`config.mk`:
```
export PLATFORM = sky130hd
export DESIGN_NAME = pe_input_skewer_flat
export DESIGN_NICKNAME = d
export VERILOG_FILES = /design/src/rtl/pe_input_skewer_if.sv /design/src/rtl/pe_input_skewer.sv /design/src/flat_wrapper.sv
export SDC_FILE = /design/constraint.sdc
export NUM_CORES = 1
export LEC_CHECK = 0
export ABC_AREA = 0
export CAP_MARGIN = 30
export CORE_UTILIZATION = 35
export DETAILED_ROUTE_END_ITERATION = 16
export PLACE_DENSITY = 0.56
export REMOVE_ABC_BUFFERS = 1
export SLEW_MARGIN = 30
export SYNTH_ARGS = -nofsm -noshare
export SYNTH_HDL_FRONTEND = slang
export SYNTH_SLANG_ARGS = --single-unit
```
`constraint.sdc`:
```
create_clock -name clk -period 14.81 [get_ports clk]
set_input_delay 2.962 -clock clk [delete_from_list [all_inputs] [get_ports clk]]
set_output_delay 2.962 -clock clk [all_outputs]
set_load 0.02 [all_outputs]
```
`src/rtl/pe_input_skewer_if.sv`:
```
// Producer-side vector stream into the PE input skewer.
// The producer holds in_valid, in_data and in_last; the skewer returns in_ready.
interface pe_input_skewer_if #(
    parameter int MUL_BW = 16,
    parameter int ROWS   = 4
);
    logic                     in_valid;
    logic                     in_ready;
    logic [ROWS*MUL_BW-1:0]   in_data;
    logic                     in_last;

    modport master (output in_valid, output in_data, output in_last, input  in_ready);
    modport slave  (input  in_valid, input  in_data, input  in_last, output in_ready);
endinterface

```
`src/rtl/pe_input_skewer.sv`:
```
// Buffers activation vectors in a small FIFO and issues them diagonally skewed
// into the west edge of a ROWS-high PE array. Lane r lags lane 0 by r cycles.
module pe_input_skewer #(
    parameter int MUL_BW = 16,
    parameter int ROWS   = 4,
    parameter int DEPTH  = 8
) (
    input  logic                   clk,
    input  logic                   rst_n,
    pe_input_skewer_if.slave       s_in,
    input  logic                   run_i,
    output logic [ROWS*MUL_BW-1:0] x_o,
    output logic [ROWS-1:0]        x_vld_o,
    output logic                   busy_o,
    output logic                   done_o
);
    localparam int VW = ROWS * MUL_BW;
    localparam int AW = $clog2(DEPTH);
    localparam int CW = $clog2(DEPTH + 1);
    localparam int FW = (ROWS > 1) ? $clog2(ROWS) : 1;
    localparam logic [FW-1:0] FLUSH_LOAD = FW'(ROWS - 1);

    typedef enum logic [1:0] {
        ST_IDLE   = 2'd0,
        ST_STREAM = 2'd1,
        ST_FLUSH  = 2'd2,
        ST_DONE   = 2'd3
    } state_t;

    logic [VW:0]    r_mem [DEPTH];
    logic [AW-1:0]  r_wr_ptr;
    logic [AW-1:0]  r_rd_ptr;
    logic [CW-1:0]  r_count;
    logic [CW-1:0]  w_count_nxt;
    logic           r_in_ready;
    state_t         r_state;
    state_t         w_state_nxt;
    logic [FW-1:0]  r_fcnt;
    logic [FW-1:0]  w_fcnt_nxt;
    logic           w_push;
    logic           w_pop;
    logic           w_empty;
    logic [VW:0]    w_head;

    assign w_empty       = (r_count == {CW{1'b0}});
    assign w_push        = s_in.in_valid && r_in_ready;
    assign w_pop         = (r_state == ST_STREAM) && run_i && !w_empty;
    assign w_head        = r_mem[r_rd_ptr];
    assign s_in.in_ready = r_in_ready;
    assign busy_o        = (r_state != ST_IDLE);
    assign done_o        = (r_state == ST_DONE);

    // FIFO occupancy after this cycle's push/pop.
    always_comb begin
        w_count_nxt = r_count;
        case ({w_push, w_pop})
            2'b10:   w_count_nxt = r_count + CW'(1);
            2'b01:   w_count_nxt = r_count - CW'(1);
            default: w_count_nxt = r_count;
        endcase
    end

    // FIFO storage; no reset needed since pointers define which entries are live.
    always_ff @(posedge clk) begin
        if (w_push) begin
            r_mem[r_wr_ptr] <= {s_in.in_last, s_in.in_data};
        end
    end

    // FIFO pointers, count and registered ready (pointers wrap at power-of-2 depth).
    always_ff @(posedge clk or negedge rst_n) begin
        if (!rst_n) begin
            r_wr_ptr   <= {AW{1'b0}};
            r_rd_ptr   <= {AW{1'b0}};
            r_count    <= {CW{1'b0}};
            r_in_ready <= 1'b0;
        end else begin
            if (w_push) begin
                r_wr_ptr <= r_wr_ptr + AW'(1);
            end
            if (w_pop) begin
                r_rd_ptr <= r_rd_ptr + AW'(1);
            end
            r_count    <= w_count_nxt;
            r_in_ready <= (w_count_nxt != CW'(DEPTH));
        end
    end

    // FSM state register.
    always_ff @(posedge clk or negedge rst_n) begin
        if (!rst_n) begin
            r_state <= ST_IDLE;
            r_fcnt  <= {FW{1'b0}};
        end else begin
            r_state <= w_state_nxt;
            r_fcnt  <= w_fcnt_nxt;
        end
    end

    // FSM next state; the flush counter lets the last vector reach the bottom lane.
    always_comb begin
        w_state_nxt = r_state;
        w_fcnt_nxt  = r_fcnt;
        case (r_state)
            ST_IDLE: begin
                if (run_i && !w_empty) begin
                    w_state_nxt = ST_STREAM;
                end else begin
                    w_state_nxt = ST_IDLE;
                end
            end
            ST_STREAM: begin
                if (w_pop && w_head[VW]) begin
                    if (FLUSH_LOAD == {FW{1'b0}}) begin
                        w_state_nxt = ST_DONE;
                    end else begin
                        w_state_nxt = ST_FLUSH;
                        w_fcnt_nxt  = FLUSH_LOAD;
                    end
                end else begin
                    w_state_nxt = ST_STREAM;
                end
            end
            ST_FLUSH: begin
                if (r_fcnt == {FW{1'b0}}) begin
                    w_state_nxt = ST_DONE;
                end else begin
                    w_fcnt_nxt  = r_fcnt - FW'(1);
                end
            end
            ST_DONE: begin
                w_state_nxt = ST_IDLE;
            end
            default: begin
                w_state_nxt = ST_IDLE;
            end
        endcase
    end

    // Stage s carries only lanes s..ROWS-1; lane s leaves the pipe at stage s.
    for (genvar s = 0; s < ROWS; s++) begin : g_stage
        logic [(ROWS-s)*MUL_BW-1:0] r_d;
        logic                       r_v;

        if (s == 0) begin : g_head
            // Entry stage: popped vector, or a zero bubble when nothing is issued.
            always_ff @(posedge clk or negedge rst_n) begin
                if (!rst_n) begin
                    r_d <= {VW{1'b0}};
                    r_v <= 1'b0;
                end else begin
                    r_d <= w_pop ? w_head[VW-1:0] : {VW{1'b0}};
                    r_v <= w_pop;
                end
            end
        end else begin : g_tail
            // Delay stage: drop the lane that already left, shift the rest down.
            always_ff @(posedge clk or negedge rst_n) begin
                if (!rst_n) begin
                    r_d <= {((ROWS-s)*MUL_BW){1'b0}};
                    r_v <= 1'b0;
                end else begin
                    r_d <= g_stage[s-1].r_d[(ROWS-s+1)*MUL_BW-1:MUL_BW];
                    r_v <= g_stage[s-1].r_v;
                end
            end
        end

        assign x_o[s*MUL_BW +: MUL_BW] = r_d[MUL_BW-1:0];
        assign x_vld_o[s]              = r_v;
    end
endmodule

```
`src/flat_wrapper.sv`:
```
// flat-port wrapper written by rule: the top's interface ports become plain ports
module pe_input_skewer_flat 
#(
    parameter int MUL_BW = 16,
    parameter int ROWS   = 4,
    parameter int DEPTH  = 8
)
  (clk, rst_n, run_i, x_o, x_vld_o, busy_o, done_o, s_in_in_valid, s_in_in_data, s_in_in_last, s_in_in_ready);
  pe_input_skewer_if #(.MUL_BW(MUL_BW), .ROWS(ROWS)) s_in_i ();
  input  logic clk;
  input  logic rst_n;
  input  logic run_i;
  output logic [ROWS*MUL_BW-1:0] x_o;
  output logic [ROWS-1:0] x_vld_o;
  output logic busy_o;
  output logic done_o;
  input wire logic [$bits(s_in_i.in_valid)-1:0] s_in_in_valid;
  input wire logic [$bits(s_in_i.in_data)-1:0] s_in_in_data;
  input wire logic [$bits(s_in_i.in_last)-1:0] s_in_in_last;
  output wire logic [$bits(s_in_i.in_ready)-1:0] s_in_in_ready;
  assign s_in_i.in_valid = s_in_in_valid;
  assign s_in_i.in_data = s_in_in_data;
  assign s_in_i.in_last = s_in_in_last;
  assign s_in_in_ready = s_in_i.in_ready;
  pe_input_skewer #(.MUL_BW(MUL_BW), .ROWS(ROWS), .DEPTH(DEPTH)) u_core (.clk(clk), .rst_n(rst_n), .s_in(s_in_i), .run_i(run_i), .x_o(x_o), .x_vld_o(x_vld_o), .busy_o(busy_o), .done_o(done_o));
endmodule
```
==> metrics.txt <==
r2r setup slk 12.00 ns; # clock sinks 699; Pwr Total roughly 6 mW; largest family of logic cells by synthesized area multiplexers; P per Cell Area between 200 and 250 nW/µm²; FMAX 0.196 GHz; CP cell instances clkdlybuf4s50_1, nand3_1, nor2_4, buf_4; Critical R2R Launch u_core.r_wr_ptr[2]$_DFFE_PN0P_; largest net degree at the start of global routing 70; total number of vias approximately 11000; Synth cell types 38; commonest non-fill, non-tap cell in the layout edfxtp_1; post-route ant nets 0; Final Slew Violations 0; Synth Instances 1125; Netlist Area Pre-Place between 20000 and 30000 µm²; sequential-to-total area share from yosys stat 80.1%; htree depth 3; P_leak about 11 nW; Max Clock Skew between 0.02 and 0.03 ns; top_reg_cell synth edfxtp_1; IO Count 140; Worst R2R Path Depth 3; min-delay worst type register to register; Rel. slew slack 39.1%; GRT Total Usage 13.9%; DP HPWL approximately 26000 µm; mux cell area share after synthesis 14.4%; status finished clean; RSZ-0062 raised after global routing false; post-CTS setup buffer count 0; filler instances 6088; port bufs ~140; Post-DP Area ~27000 µm²; Layout area overhead 18.6%; CP max stage delay around 0.8 ns; non-filler cells, final 2268; Peak VDD IR around 0.00015 V; Pre-antenna DRT Iters 4; dpl cells 2128; post-cts resize count 0; Design Area, Final slightly below 30000 µm²; die height 270 µm; Clk Latency, worst-skew pair 0.61 ns; crit path time final just over 5 ns; post-synthesis simple-gate area fraction 1.61%; Worst Tran Pin Value between 0.9 and 1 ns; Final Setup Violations 0; WL final 49200 µm; Remaining DRCs 0; Synth Area in XOR/XNOR less than 1%; DR iter-0 viols 700; initial antenna violation count 6; Worst setup SP type input pin; Worst Path Max Fanout 42; Initial Utilization 35.6%; vias in the first global route approximately 12000; crit path kind input pin to register; die area between 70000 and 80000 µm²; CTS tree yes; Core Region 70500 µm²; DR vias/cell 4.72; max-cap viol count 0; global route total overflow 0; Synth Register Bits 699; Crit. Startpoint s_in_in_valid; first-pass GRT wire length 75300 µm; CP required 15.03 ns; Site Rows 97; Tcrit/Tclk final 34.5%; final hold vios 0; ys async rst share 25.6%; nets 1342; worst r2r dst u_core.r_mem[5][5]$_DFFE_PP_; Ys Warns 0; Final GP Congestion 0.710; layout cell share with drive strength beyond 1 a little over a fifth; CP Capture Point u_core.r_mem[5][5]$_DFFE_PP_; cts bufs inserted 75; Mapped Avg Cell Area 22.3 µm²; critical path capture point type register; post-synthesis adder-cell area fraction 0.299%; WL per Instance around 22 µm; CTS max path bufs 3; CP arrival 5.32 ns; Worst-path clk slew 0.06 ns; total negative setup slack 0 ns; number of flops mapped to enable cells by yosys 520; compound-gate portion of the synthesized area less than 1%; Worst path slowest cell nor2_4; Die Wd 270 µm; Hold-fix buffers, CTS 0; Root Buffer clkbuf_16; most frequent cells in the layout 520 x edfxtp_1, 176 x dfrtp_1, 138 x clkdlybuf4s50_1
==> through the flow <==
step,setup WS [ns],util [%],hold slack [ns]
after floorplan,4.84,-,0.331
after global placement,9.03,38.6,0.333
after detailed placement,9.00,38.6,0.335
after CTS,9.63,42.1,0.337
after global routing,9.56,42.2,0.348
final,9.70,42.2,0.339
==> cells in the mapped netlist, types with 2 or more instances <==
master,n,area [µm²]
o211ai_1,3,22.5
clkbuf_1,7,26.3
dfrtp_1,179,4480
edfxtp_1,520,15600
mux2_2,3,33.8
o21ai_0,2,10.0
nand3_1,3,15.0
nor3_1,7,35.0
buf_4,52,390
xnor2_1,4,35.0
nand2_1,3,11.3
inv_1,5,18.8
buf_6,13,146
buf_2,26,130
xor2_1,3,26.3
a21oi_1,4,20.0
nor2_1,70,263
mux4_2,130,2930
nand2b_1,3,18.8
mux2i_1,65,651
ha_1,6,75.1
==> cell type report <==
cell class                 count  area, µm²  share of cell area (%)
sequential                   699      20100                    67.6
multi-input combinational    322       4330                    14.5
clock buffer                 101       2120                    7.12
timing repair buffer         163       1640                    5.51
tap                          940       1180                    3.95
clock inverter                36        362                    1.22
inverter                       6       22.5                  0.0757
antenna                        1       2.50                 0.00841
==> report_power, final <==
group | internal, mW | switching (mW) | leakage, nW
combinational | 0.669 | 0.735 | 2.19
clock | 1.13 | 0.740 | 1.22
sequential | 2.54 | 0.182 | 7.10
total | 4.33 | 1.66 | 10.5
==> cell families after synthesis <==
logic type,Yosys count
mux,199
fa+ha+maj,6
flops,699
xor+xnor,7
compound gates,16
buf+inv,104
simple gates,94
==> how the worst min path moves through the flow <==
stage               cells past startpoint                                 from  slack, ns                                  end
finish                                  0  u_core.g_stage[0].r_d[62]$_DFF_PN0_       0.34  u_core.g_stage[1].r_d[46]$_DFF_PN0_
floorplan                               0  u_core.g_stage[0].r_d[16]$_DFF_PN0_       0.33   u_core.g_stage[1].r_d[0]$_DFF_PN0_
CTS                                     0  u_core.g_stage[0].r_d[62]$_DFF_PN0_       0.34  u_core.g_stage[1].r_d[46]$_DFF_PN0_
detailed placement                      0  u_core.g_stage[0].r_d[46]$_DFF_PN0_       0.33  u_core.g_stage[1].r_d[30]$_DFF_PN0_
global placement                        0  u_core.g_stage[1].r_d[45]$_DFF_PN0_       0.33  u_core.g_stage[2].r_d[29]$_DFF_PN0_
global route                            0  u_core.g_stage[0].r_d[32]$_DFF_PN0_       0.35  u_core.g_stage[1].r_d[16]$_DFF_PN0_
==> per-layer routing <==
layer / global-route usage (%) / part of all wire, % / vias up
met5: 0 / 0.13 / -
met4: 4.67 / 2.1 / 10
met3: 3.18 / 4.7 / 81
met2: 22.1 / 48 / 211
met1: 18.9 / 45 / 5727
li1: - / - / 4685
==> worst max-delay path, delay by kind of cell <==
| family | cells | cell delay, ns |
|---|---|---|
| simple gates | 2 | 1.10 |
| buf+inv | 2 | 1.21 |
==> registers in the layout (all words and copies together) (netlist names), named ones only <==
name                  count
u_core.g_stage.r_d      160
u_core.g_stage.r_v        4
u_core.r_count            4
u_core.r_fcnt             2
u_core.r_mem            520
u_core.r_rd_ptr           3
u_core.r_state            1
u_core.r_wr_ptr           3
u_core.s_in.in_ready      1
(Power assumes the default switching activity.)
